<file path="config.mk">
export PLATFORM = sky130hd
export DESIGN_NAME = mul_div_unit_flat
export DESIGN_NICKNAME = d
export VERILOG_FILES = /design/src/rtl/mul_div_unit_if.sv /design/src/rtl/mul_div_unit.sv /design/src/flat_wrapper.sv
export SDC_FILE = /design/constraint.sdc
export NUM_CORES = 1
export LEC_CHECK = 0
export CORE_ASPECT_RATIO = 0.7
export CORE_UTILIZATION = 70
export CTS_CLUSTER_DIAMETER = 100
export DETAILED_ROUTE_END_ITERATION = 7
export DONT_BUFFER_PORTS = 1
export PLACE_DENSITY = 0.9
export SYNTH_ARGS = -nofsm -noshare
export SYNTH_HDL_FRONTEND = slang
export SYNTH_SLANG_ARGS = --single-unit
export TNS_END_PERCENT = 1
</file>
<file path="constraint.sdc">
create_clock -name clk -period 9.7 [get_ports clk]
set_input_delay 0.97 -clock clk [delete_from_list [all_inputs] [get_ports clk]]
set_output_delay 0.97 -clock clk [all_outputs]
set_load 0.005 [all_outputs]
</file>
<file path="src/rtl/mul_div_unit_if.sv">
// Request/response bundle between the core's write-back path and the multi-cycle RV32M unit.
// The core drives the request side; the unit drives busy/done/result.
interface mul_div_unit_if #(
  parameter int XLEN = 32
);
  logic            start_i;
  logic            abort_i;
  logic [2:0]      funct3_i;
  logic [XLEN-1:0] a_i;
  logic [XLEN-1:0] b_i;
  logic            busy_o;
  logic            done_o;
  logic [XLEN-1:0] result_o;

  modport master (output start_i, abort_i, funct3_i, a_i, b_i,
                  input  busy_o, done_o, result_o);
  modport slave  (input  start_i, abort_i, funct3_i, a_i, b_i,
                  output busy_o, done_o, result_o);
endinterface

</file>
<file path="src/rtl/mul_div_unit.sv">
// Iterative RV32M multiply/divide: 1 bit per cycle shift-add multiply and restoring divide
// on operand magnitudes, with sign fix-up and RISC-V division special cases resolved at FIN.
module mul_div_unit #(
  parameter int XLEN  = 32,
  parameter int CNT_W = 6
) (
  input  logic          clk,
  input  logic          reset,
  mul_div_unit_if.slave bus
);
  typedef enum logic [1:0] {IDLE, CALC, FIN} state_e;

  localparam logic [XLEN-1:0] MIN_NEG = {1'b1, {(XLEN-1){1'b0}}};

  state_e              state_q, state_d;
  logic [2*XLEN-1:0]   acc_q, acc_d;
  logic [XLEN-1:0]     opb_q, opb_d;
  logic [2:0]          fn_q, fn_d;
  logic                neg_q, neg_d;
  logic                spec_q, spec_d;
  logic [CNT_W-1:0]    cnt_q, cnt_d;
  logic                done_q, done_d;
  logic [XLEN-1:0]     res_q, res_d;

  // request decode, evaluated on the live inputs in IDLE
  logic            is_div, a_sgn, b_sgn, div_zero, div_ovf, special;
  logic [XLEN-1:0] a_mag, b_mag, spec_val;

  always_comb begin
    is_div   = bus.funct3_i[2];
    a_sgn    = bus.a_i[XLEN-1] & (bus.funct3_i == 3'b001 || bus.funct3_i == 3'b010 ||
                                  bus.funct3_i == 3'b100 || bus.funct3_i == 3'b110);
    b_sgn    = bus.b_i[XLEN-1] & (bus.funct3_i == 3'b001 || bus.funct3_i == 3'b100 ||
                                  bus.funct3_i == 3'b110);
    a_mag    = a_sgn ? -bus.a_i : bus.a_i;
    b_mag    = b_sgn ? -bus.b_i : bus.b_i;
    div_zero = is_div & (bus.b_i == '0);
    div_ovf  = is_div & ~bus.funct3_i[0] & (bus.a_i == MIN_NEG) & (bus.b_i == '1);
    special  = div_zero | div_ovf;
    if (div_zero) spec_val = bus.funct3_i[1] ? bus.a_i : '1;
    else          spec_val = bus.funct3_i[1] ? '0 : bus.a_i;
  end

  // One iteration of each algorithm. The product shifts right with the multiplier in the low half;
  // the divide shifts left with the dividend in the low half and the partial remainder above it.
  logic [XLEN:0]     mul_sum, div_tmp, div_diff;
  logic [2*XLEN-1:0] mul_next, div_next;
  logic              div_ge;

  always_comb begin
    mul_sum  = {1'b0, acc_q[2*XLEN-1:XLEN]} + (acc_q[0] ? {1'b0, opb_q} : '0);
    mul_next = {mul_sum, acc_q[XLEN-1:1]};
    div_tmp  = {acc_q[2*XLEN-1:XLEN], acc_q[XLEN-1]};
    div_diff = div_tmp - {1'b0, opb_q};
    div_ge   = ~div_diff[XLEN];
    div_next = {(div_ge ? div_diff[XLEN-1:0] : div_tmp[XLEN-1:0]), acc_q[XLEN-2:0], div_ge};
  end

  logic [2*XLEN-1:0] prod;
  logic [XLEN-1:0]   q_or_r, fin_div, fin_mul, fin_val;

  always_comb begin
    prod    = neg_q ? -acc_q : acc_q;
    q_or_r  = fn_q[1] ? acc_q[2*XLEN-1:XLEN] : acc_q[XLEN-1:0];
    fin_div = neg_q ? -q_or_r : q_or_r;
    fin_mul = (fn_q[1:0] == 2'b00) ? prod[XLEN-1:0] : prod[2*XLEN-1:XLEN];
    if (spec_q)       fin_val = acc_q[XLEN-1:0];
    else if (fn_q[2]) fin_val = fin_div;
    else              fin_val = fin_mul;
  end

  always_comb begin
    state_d = state_q;
    acc_d   = acc_q;
    opb_d   = opb_q;
    fn_d    = fn_q;
    neg_d   = neg_q;
    spec_d  = spec_q;
    cnt_d   = cnt_q;
    done_d  = 1'b0;
    res_d   = res_q;
    case (state_q)
      IDLE: if (bus.start_i) begin
        fn_d   = bus.funct3_i;
        cnt_d  = '0;
        spec_d = special;
        // remainder takes the dividend's sign; everything else the XOR of operand signs
        neg_d  = (is_div & bus.funct3_i[1]) ? a_sgn : (a_sgn ^ b_sgn);
        if (special) begin
          acc_d   = {{XLEN{1'b0}}, spec_val};
          opb_d   = '0;
          state_d = FIN;
        end else begin
          acc_d   = {{XLEN{1'b0}}, (is_div ? a_mag : b_mag)};
          opb_d   = is_div ? b_mag : a_mag;
          state_d = CALC;
        end
      end
      CALC: begin
        if (bus.abort_i) begin
          state_d = IDLE;
        end else begin
          acc_d = fn_q[2] ? div_next : mul_next;
          cnt_d = cnt_q + 1'b1;
          if (cnt_q == CNT_W'(XLEN-1)) state_d = FIN;
        end
      end
      FIN: begin
        state_d = IDLE;
        if (!bus.abort_i) begin
          done_d = 1'b1;
          res_d  = fin_val;
        end
      end
      default: state_d = IDLE;
    endcase
  end

  always_ff @(posedge clk or negedge reset) begin
    if (!reset) begin
      state_q <= IDLE;
      acc_q   <= '0;
      opb_q   <= '0;
      fn_q    <= '0;
      neg_q   <= 1'b0;
      spec_q  <= 1'b0;
      cnt_q   <= '0;
      done_q  <= 1'b0;
      res_q   <= '0;
    end else begin
      state_q <= state_d;
      acc_q   <= acc_d;
      opb_q   <= opb_d;
      fn_q    <= fn_d;
      neg_q   <= neg_d;
      spec_q  <= spec_d;
      cnt_q   <= cnt_d;
      done_q  <= done_d;
      res_q   <= res_d;
    end
  end

  assign bus.busy_o   = (state_q != IDLE);
  assign bus.done_o   = done_q;
  assign bus.result_o = res_q;
endmodule

</file>
<file path="src/flat_wrapper.sv">
// flat-port wrapper written by rule: the top's interface ports become plain ports
module mul_div_unit_flat 
#(
  parameter int XLEN  = 32,
  parameter int CNT_W = 6
)
  (clk, reset, bus_start_i, bus_abort_i, bus_funct3_i, bus_a_i, bus_b_i, bus_busy_o, bus_done_o, bus_result_o);
  mul_div_unit_if #(.XLEN(XLEN)) bus_i ();
  input  logic clk;
  input  logic reset;
  input wire logic [$bits(bus_i.start_i)-1:0] bus_start_i;
  input wire logic [$bits(bus_i.abort_i)-1:0] bus_abort_i;
  input wire logic [$bits(bus_i.funct3_i)-1:0] bus_funct3_i;
  input wire logic [$bits(bus_i.a_i)-1:0] bus_a_i;
  input wire logic [$bits(bus_i.b_i)-1:0] bus_b_i;
  output wire logic [$bits(bus_i.busy_o)-1:0] bus_busy_o;
  output wire logic [$bits(bus_i.done_o)-1:0] bus_done_o;
  output wire logic [$bits(bus_i.result_o)-1:0] bus_result_o;
  assign bus_i.start_i = bus_start_i;
  assign bus_i.abort_i = bus_abort_i;
  assign bus_i.funct3_i = bus_funct3_i;
  assign bus_i.a_i = bus_a_i;
  assign bus_i.b_i = bus_b_i;
  assign bus_busy_o = bus_i.busy_o;
  assign bus_done_o = bus_i.done_o;
  assign bus_result_o = bus_i.result_o;
  mul_div_unit #(.XLEN(XLEN), .CNT_W(CNT_W)) u_core (.clk(clk), .reset(reset), .bus(bus_i));
endmodule
</file>
==> impl_metrics.json, run 1 <==
{
  "status": "completed",
  "vias_per_cell": 7.526,
  "yosysUniqueCellTypes": 73,
  "synth_top_area_share_pct": 22.30,
  "start_util_pct": 72.38,
  "drc_errors": 0,
  "cts_made_buffers": 17,
  "yosysWarnings": 0,
  "final_common_cell": "o21ai_0",
  "fin_tns_setup_ns": 0,
  "synth_area_per_cell_um2": 7.339,
  "syn_to_final_growth_pct": 3.251,
  "clockRootBuffer": "clkbuf_16",
  "fillers": 1679,
  "drive_gt1_share_pct": 4.739,
  "synth-main-ff-cell": "dfrtp_1",
  "nNetsFinal": 2177,
  "max_slew_margin_pct": 13.72,
  "cp_data_arrival_time_ns": 5.25,
  "worst_pin_slew_ns": 1.288,
  "worst_slack_ns": 4.787,
  "max_freq_mhz": 203.5,
  "synth_edf_count": 0,
  "layout_common_cells": "o21ai_0, nand2_1, nor2_1, a21oi_1, dfrtp_1",
  "post_cts.repair.setup_buffers": 0,
  "hold_path_class": "in2async",
  "netlist_top_cells_area": "dfrtp_1, o21ai_0, xnor2_1",
  "powerDensity_nw_per_um2": 296.3,
  "grt_pass1_vias": 15870,
  "swShare_pct": 53.37,
  "multi_input_area_um2": 11500,
  "clkPwrFrac_pct": 14.7,
  "p_switching_uw": 2602,
  "fin_skew_ns": 0.01771,
  "path_clk_slew_ns": 0.07,
  "gp_congestion": 1.104,
  "cellLeakagePower_uw": 0.006880,
  "seq_power_share_pct": 25.3,
  "die_area_um2": 23380,
  "drt_iter0_markers": 3206,
  "yosys.area.top_type": "dfrtp_1",
  "dp_hpwl_um": 44710,
  "gr-usage-all-layers_pct": 51.85,
  "start_kind": "flop",
  "ys_ff_latch": 142,
  "seq_area_um2": 3560,
  "grt_overflow": 0,
  "io_buffers": 0,
  "clock_path_buffers": 2,
  "crit_fanout": 41,
  "coreArea_um2": 22010,
  "hold_buffers": 0,
  "fin_crit_ns": 4.913,
  "fin_area_um2": 16450,
  "cts_tree": "done",
  "end_kind": "flop",
  "syn_inst": 2171,
  "final_cells": 2354,
  "clock-sinks": 142,
  "dieWidth_um": 182.3,
  "required_ns": 10.04,
  "ir_drop_mv": 0.1911,
  "row_count": 45,
  "dpl_cell_area_um2": 15830,
  "num_io_pins": 105,
  "synthArstFlopShare_pct": 100.0,
  "via_count": 17716,
  "wire_per_inst_um": 25.89,
  "clock_latency_ns": 0.46,
  "drt_wl_total_um": 60940,
  "finalSetupViolCount": 0,
  "cts_resized": 0,
  "crit_type": "reg2reg",
  "drv_slew": 0,
  "firstDrtPassIters": 7,
  "dp_slack_ns": 5.023,
  "die_y_um": 128.2,
  "drtAntennaViolNets": 0,
  "grt_pass1_wl_um": 91840,
  "placedCellCount": 2320,
  "grt_max_degree": 143,
  "rsz0062_at_grt": "false",
  "cap_violations": 0,
  "finalHoldViolCount": 0,
  "synth_area_um2": 15930,
  "p_int_uw": 2273,
  "antenna_found_initial": 1,
  "final_util_pct": 74.73,
  "synth_sequential_area_ratio_pct": 22.30,
  "min_period_over_period_pct": 50.65,
  "cts_htree_levels": 4,
  "combPwrFrac_pct": 60.0,
  "syn_nets": 2314
}
-- critical path, stage by stage (launching register included) --
cell	delay [ns]
dfrtp_1	0.49
inv_1	0.17
ha_1	0.26
fa_1	0.40
nand2b_1	0.18
a21oi_1	0.20
o21ai_0	0.20
o31ai_1	0.46
a21oi_1	0.22
a221oi_1	0.68
a41o_1	0.40
xor2_4	0.15
buf_4	0.48
mux2i_1	0.14
a221o_1	0.33
-- final cells by class --
| type | instances | share of cell area (%) |
|---|---|---|
| inverter | 65 | 1.483 |
| timing repair buffer | 19 | 0.8670 |
| sequential | 142 | 21.64 |
| clock inverter | 13 | 1.072 |
| tap | 305 | 2.320 |
| multi-input combinational | 1789 | 69.90 |
| antenna | 2 | 0.03042 |
| clock buffer | 19 | 2.692 |
-- per-layer routing --
layer | up-vias | GRT usage, % | share of wire [%]
met5 | - | 0 | 0.051
met3 | 291 | 23.55 | 18
met4 | 2 | 22.69 | 5.4
li1 | 7642 | - | -
met1 | 8134 | 70.74 | 39
met2 | 1647 | 69.51 | 37
-- kinds of logic after synthesis --
logic type | count (synthesis) | synth area share (%)
fa+ha+maj | 72 | 5.748
buf+inv | 240 | 5.748
xor+xnor | 194 | 10.66
flops | 142 | 22.30
compound gates | 734 | 28.73
simple gates | 698 | 20.99
mux | 91 | 5.819
-- worst paths after layout --
check	from	to	slack (ns)	depth (start not counted)
min reg2reg	u_core.opb_q[17]$_DFFE_PN0P_	u_core.opb_q[17]$_DFFE_PN0P_	0.48	2
min	reset	u_core.acc_q[62]$_DFFE_PN0P_	0.21	0
max	u_core.acc_q[31]$_DFFE_PN0P_	u_core.acc_q[33]$_DFFE_PN0P_	4.79	14
min in group clk	u_core.opb_q[17]$_DFFE_PN0P_	u_core.opb_q[17]$_DFFE_PN0P_	0.48	2
max in group asynchronous	reset	u_core.fn_q[2]$_DFFE_PN0P_	9.00	0
max reg2reg	u_core.acc_q[31]$_DFFE_PN0P_	u_core.acc_q[33]$_DFFE_PN0P_	4.79	14
-- synthesized netlist by cell type, drive strengths merged, types with 4 or more instances --
| master | instances |
|---|---|
| nor3b | 9 |
| buf | 14 |
| o211ai | 45 |
| a221oi | 22 |
| and3 | 24 |
| mux2 | 13 |
| nor4 | 17 |
| a2111oi | 6 |
| mux2i | 78 |
| o21a | 12 |
| a21o | 40 |
| nand2b | 23 |
| o211a | 4 |
| or3 | 22 |
| o21bai | 9 |
| o22ai | 6 |
| nor2b | 20 |
| dfrtp | 142 |
| a31oi | 20 |
| nor2 | 183 |
| xnor2 | 104 |
| a221o | 4 |
| o31ai | 38 |
| ha | 70 |
| o41ai | 15 |
| or2 | 11 |
| nand2 | 214 |
| nand3 | 44 |
| inv | 64 |
| a21oi | 175 |
| clkbuf | 161 |
| or4 | 25 |
| a211oi | 30 |
| xor2 | 90 |
| nor3 | 61 |
| o21ai | 245 |
| a311oi | 9 |
| and2 | 9 |
| o221ai | 6 |
| a22oi | 19 |
| a22o | 5 |
| nand4 | 21 |
-- stage by stage --
stage / hold slack (ns) / power (uW)
2_1_floorplan: 0.4485 / 3140
3_3_place_gp: 0.4620 / 3844
3_5_place_dp: 0.4713 / 3915
4_1_cts: 0.2162 / 4646
5_1_grt: 0.2065 / 5064
6_report: 0.2083 / 4875
-- sequential cells by signal, indices dropped and copies added (netlist names) --
name	cells
u_core.acc_q	64
u_core.bus.done_o	1
u_core.bus.result_o	32
u_core.cnt_q	6
u_core.fn_q	3
u_core.neg_q	1
u_core.opb_q	32
u_core.spec_q	1
u_core.state_q	2
-- power groups by stage --
stage,Combinational (uW),Sequential (uW),Clock (uW)
2_1_floorplan,2300,836,0
6_report,2920,1230,716
4_1_cts,2780,1160,709
3_5_place_dp,2750,1170,0
3_3_place_gp,2690,1160,0
5_1_grt,3130,1210,731
(Power assumes the default switching activity.)
==> run 2, diff against run 1 <==
--- a/config.mk
+++ b/config.mk
@@ -6,11 +6,11 @@
 export NUM_CORES = 1
 export LEC_CHECK = 0
 export CORE_ASPECT_RATIO = 0.7
-export CORE_UTILIZATION = 70
+export CORE_UTILIZATION = 67
 export CTS_CLUSTER_DIAMETER = 100
 export DETAILED_ROUTE_END_ITERATION = 7
 export DONT_BUFFER_PORTS = 1
-export PLACE_DENSITY = 0.9
+export PLACE_DENSITY = 0.87
 export SYNTH_ARGS = -nofsm -noshare
 export SYNTH_HDL_FRONTEND = slang
 export SYNTH_SLANG_ARGS = --single-unit
==> constraint.sdc (replaced) <==
create_clock -name clk -period 5 [get_ports clk]
set_input_delay 0.5 -clock clk [delete_from_list [all_inputs] [get_ports clk]]
set_output_delay 0.5 -clock clk [all_outputs]
set_load 0.005 [all_outputs]
==> run 2 against run 1 <==
  * Count of clock-buffer cells in the layout is 1 lower
  * Sequential share of layout area is 0.38 points lower
  * Cell count is 1.9% higher
  * Via count is 0.55% lower
  * Critical path type unchanged
  * Hold slack worse by 0.18 ns
  * Sequential cell count stayed put
  * Critical endpoint is now u_core.acc_q[51]$_DFFE_PN0P_
  * Total power is 94% higher
  * Maximum frequency is 8.1% higher
==> impl_metrics.json, run 2 (same netlist as run 1, synthesis figures left out) <==
{
  "worst-path-buf-inv": 4,
  "fin_tns_setup_ns": 0,
  "nNetsFinal": 2216,
  "via_count": 17618,
  "largest_reg_flops": 64,
  "num_io_pins": 105,
  "cts_htree_levels": 4,
  "gr-usage-all-layers_pct": 48.14,
  "fin_crit_ns": 4.544,
  "cts_resized": 0,
  "placedCellCount": 2365,
  "drtAntennaViolNets": 0,
  "multi_input_area_um2": 11500,
  "clock_path_buffers": 2,
  "grt_overflow": 0,
  "fillers": 1840,
  "cap_violations": 0,
  "vias_per_cell": 7.347,
  "start_util_pct": 69.39,
  "r2r-start": "u_core.acc_q[31]$_DFFE_PN0P_",
  "hold_path_class": "in2async",
  "cts_tree": "done",
  "layout_common_cells": "o21ai_0, nand2_1, nor2_1, a21oi_1, dfrtp_1",
  "drt_wl_total_um": 60090,
  "worst_slack_ns": 0.4559,
  "clockRootBuffer": "clkbuf_16",
  "max_freq_mhz": 220.1,
  "cts_made_buffers": 17,
  "reg2reg_slack_ns": 0.46,
  "hold_slack_ns": 0.02499,
  "top_register": "u_core.acc_q",
  "worst_pin_slew_ns": 1.272,
  "critPathTopFamily": "compound AO/OA/AOI/OAI gates",
  "dp_slack_ns": 0.6166,
  "crit_path_cell_trace": "inv_1 > ha_1 > fa_1 > nand2b_1 > a21oi_1 > o21ai_0 > o31ai_1 > buf_4 > a21oi_1 > a221oi_1 > buf_4 > a41o_1 > xor2_4 > buf_4 > mux2i_1 > o21ai_0",
  "row_count": 46,
  "firstDrtPassIters": 6,
  "finalHoldViolCount": 0,
  "start_kind": "flop",
  "clock_latency_ns": 0.45,
  "status": "completed",
  "drive_gt1_share_pct": 6.520,
  "antenna_found_initial": 0,
  "final_common_cell": "o21ai_0",
  "crit_type": "reg2reg",
  "die_y_um": 131.0,
  "finalSetupViolCount": 0,
  "end_kind": "flop",
  "cellLeakagePower_uw": 0.007069,
  "antenna_cells": 0,
  "reg2reg_depth": 16,
  "grt_pass1_wl_um": 90330,
  "required_ns": 5.30,
  "dp_hpwl_um": 44250,
  "path_clk_slew_ns": 0.07,
  "drv_slew": 0,
  "seq_area_um2": 3560,
  "clock-sinks": 142,
  "r2r_end": "u_core.acc_q[51]$_DFFE_PN0P_",
  "powerDensity_nw_per_um2": 564.1,
  "cp_data_arrival_time_ns": 4.84,
  "ir_drop_mv": 0.3497,
  "drc_errors": 0,
  "min_period_over_period_pct": 90.88,
  "syn_to_final_growth_pct": 5.112,
  "drt_iter0_markers": 2796,
  "path_depth": 16,
  "cpPeakStageDelay_ns": 0.61,
  "cpMaxStageDelayCell": "xor2_4",
  "final_cells": 2398,
  "grt_max_degree": 143,
  "grt_pass1_vias": 15658,
  "crit_fanout": 16,
  "power_uw": 9447,
  "max_slew_margin_pct": 14.63,
  "io_buffers": 0,
  "cpMostUsedCell": "buf_4",
  "coreArea_um2": 22960,
  "die_area_um2": 24410,
  "rsz0062_at_grt": "false",
  "gp_congestion": 1.143,
  "dieWidth_um": 186.3,
  "wire_per_inst_um": 25.06,
  "fin_skew_ns": 0.01841
}
-- run 2: routing by layer --
layer,wire length (um),vias to the layer above,global-route usage (%)
li1,-,7721,-
met1,23420,8195,63.83
met2,23590,1476,68.59
met3,9932,226,18.72
met4,3151,0,22.99
met5,0,-,0
-- run 2: worst max path at each step --
stage,to,slack (ns),startpoint
after detailed placement,u_core.acc_q[51]$_DFFE_PN0P_,0.62,u_core.acc_q[31]$_DFFE_PN0P_
after floorplan,u_core.bus.result_o[28]$_DFFE_PN0P_,0.32,u_core.fn_q[1]$_DFFE_PN0P_
after CTS,u_core.acc_q[51]$_DFFE_PN0P_,0.60,u_core.acc_q[31]$_DFFE_PN0P_
after global routing,u_core.acc_q[51]$_DFFE_PN0P_,0.24,u_core.acc_q[31]$_DFFE_PN0P_
final,u_core.acc_q[51]$_DFFE_PN0P_,0.46,u_core.acc_q[31]$_DFFE_PN0P_
after global placement,u_core.acc_q[52]$_DFFE_PN0P_,0.76,u_core.acc_q[31]$_DFFE_PN0P_
-- run 2: repair_timing --
item	CTS	global route
hold buffers	1	0
setup buffers	0	0
endpoints found under the hold margin	142	0
endpoints found under the setup margin	0	0
-- run 2: per-stage QoR --
step,util [%],cell area [um^2]
finish,72.93,16750
global route,72.93,16750
CTS,72.93,16750
detailed placement,70.26,16130
global placement,70.26,16130
floorplan,-,15930
-- run 2: area by class of cell --
type | count | area share [%]
well taps | 312 | 2.331
multi-input cells | 1789 | 68.66
repair buffers | 58 | 2.794
clock buffers | 18 | 2.562
inverters | 65 | 1.457
clock inverters | 14 | 0.9413
flip-flops and latches | 142 | 21.25
-- run 2: where the power goes --
part	total, uW	leakage (uW)	internal, uW	switching [uW]
clock network	1320	0.000288	744	574
logic	5990	0.00496	2350	3640
registers	2140	0.00182	1420	719
total	9450	0.00707	4520	4930
-- run 2: worst register-to-register path, cell delays in order, from the launching register on --
cell and delay, ns:
dfrtp_1 0.42, inv_1 0.14, ha_1 0.25, fa_1 0.40
nand2b_1 0.19, a21oi_1 0.19, o21ai_0 0.21, o31ai_1 0.29
buf_4 0.19, a21oi_1 0.12, a221oi_1 0.30, buf_4 0.19
a41o_1 0.30, xor2_4 0.61, buf_4 0.28, mux2i_1 0.22
o21ai_0 0.10
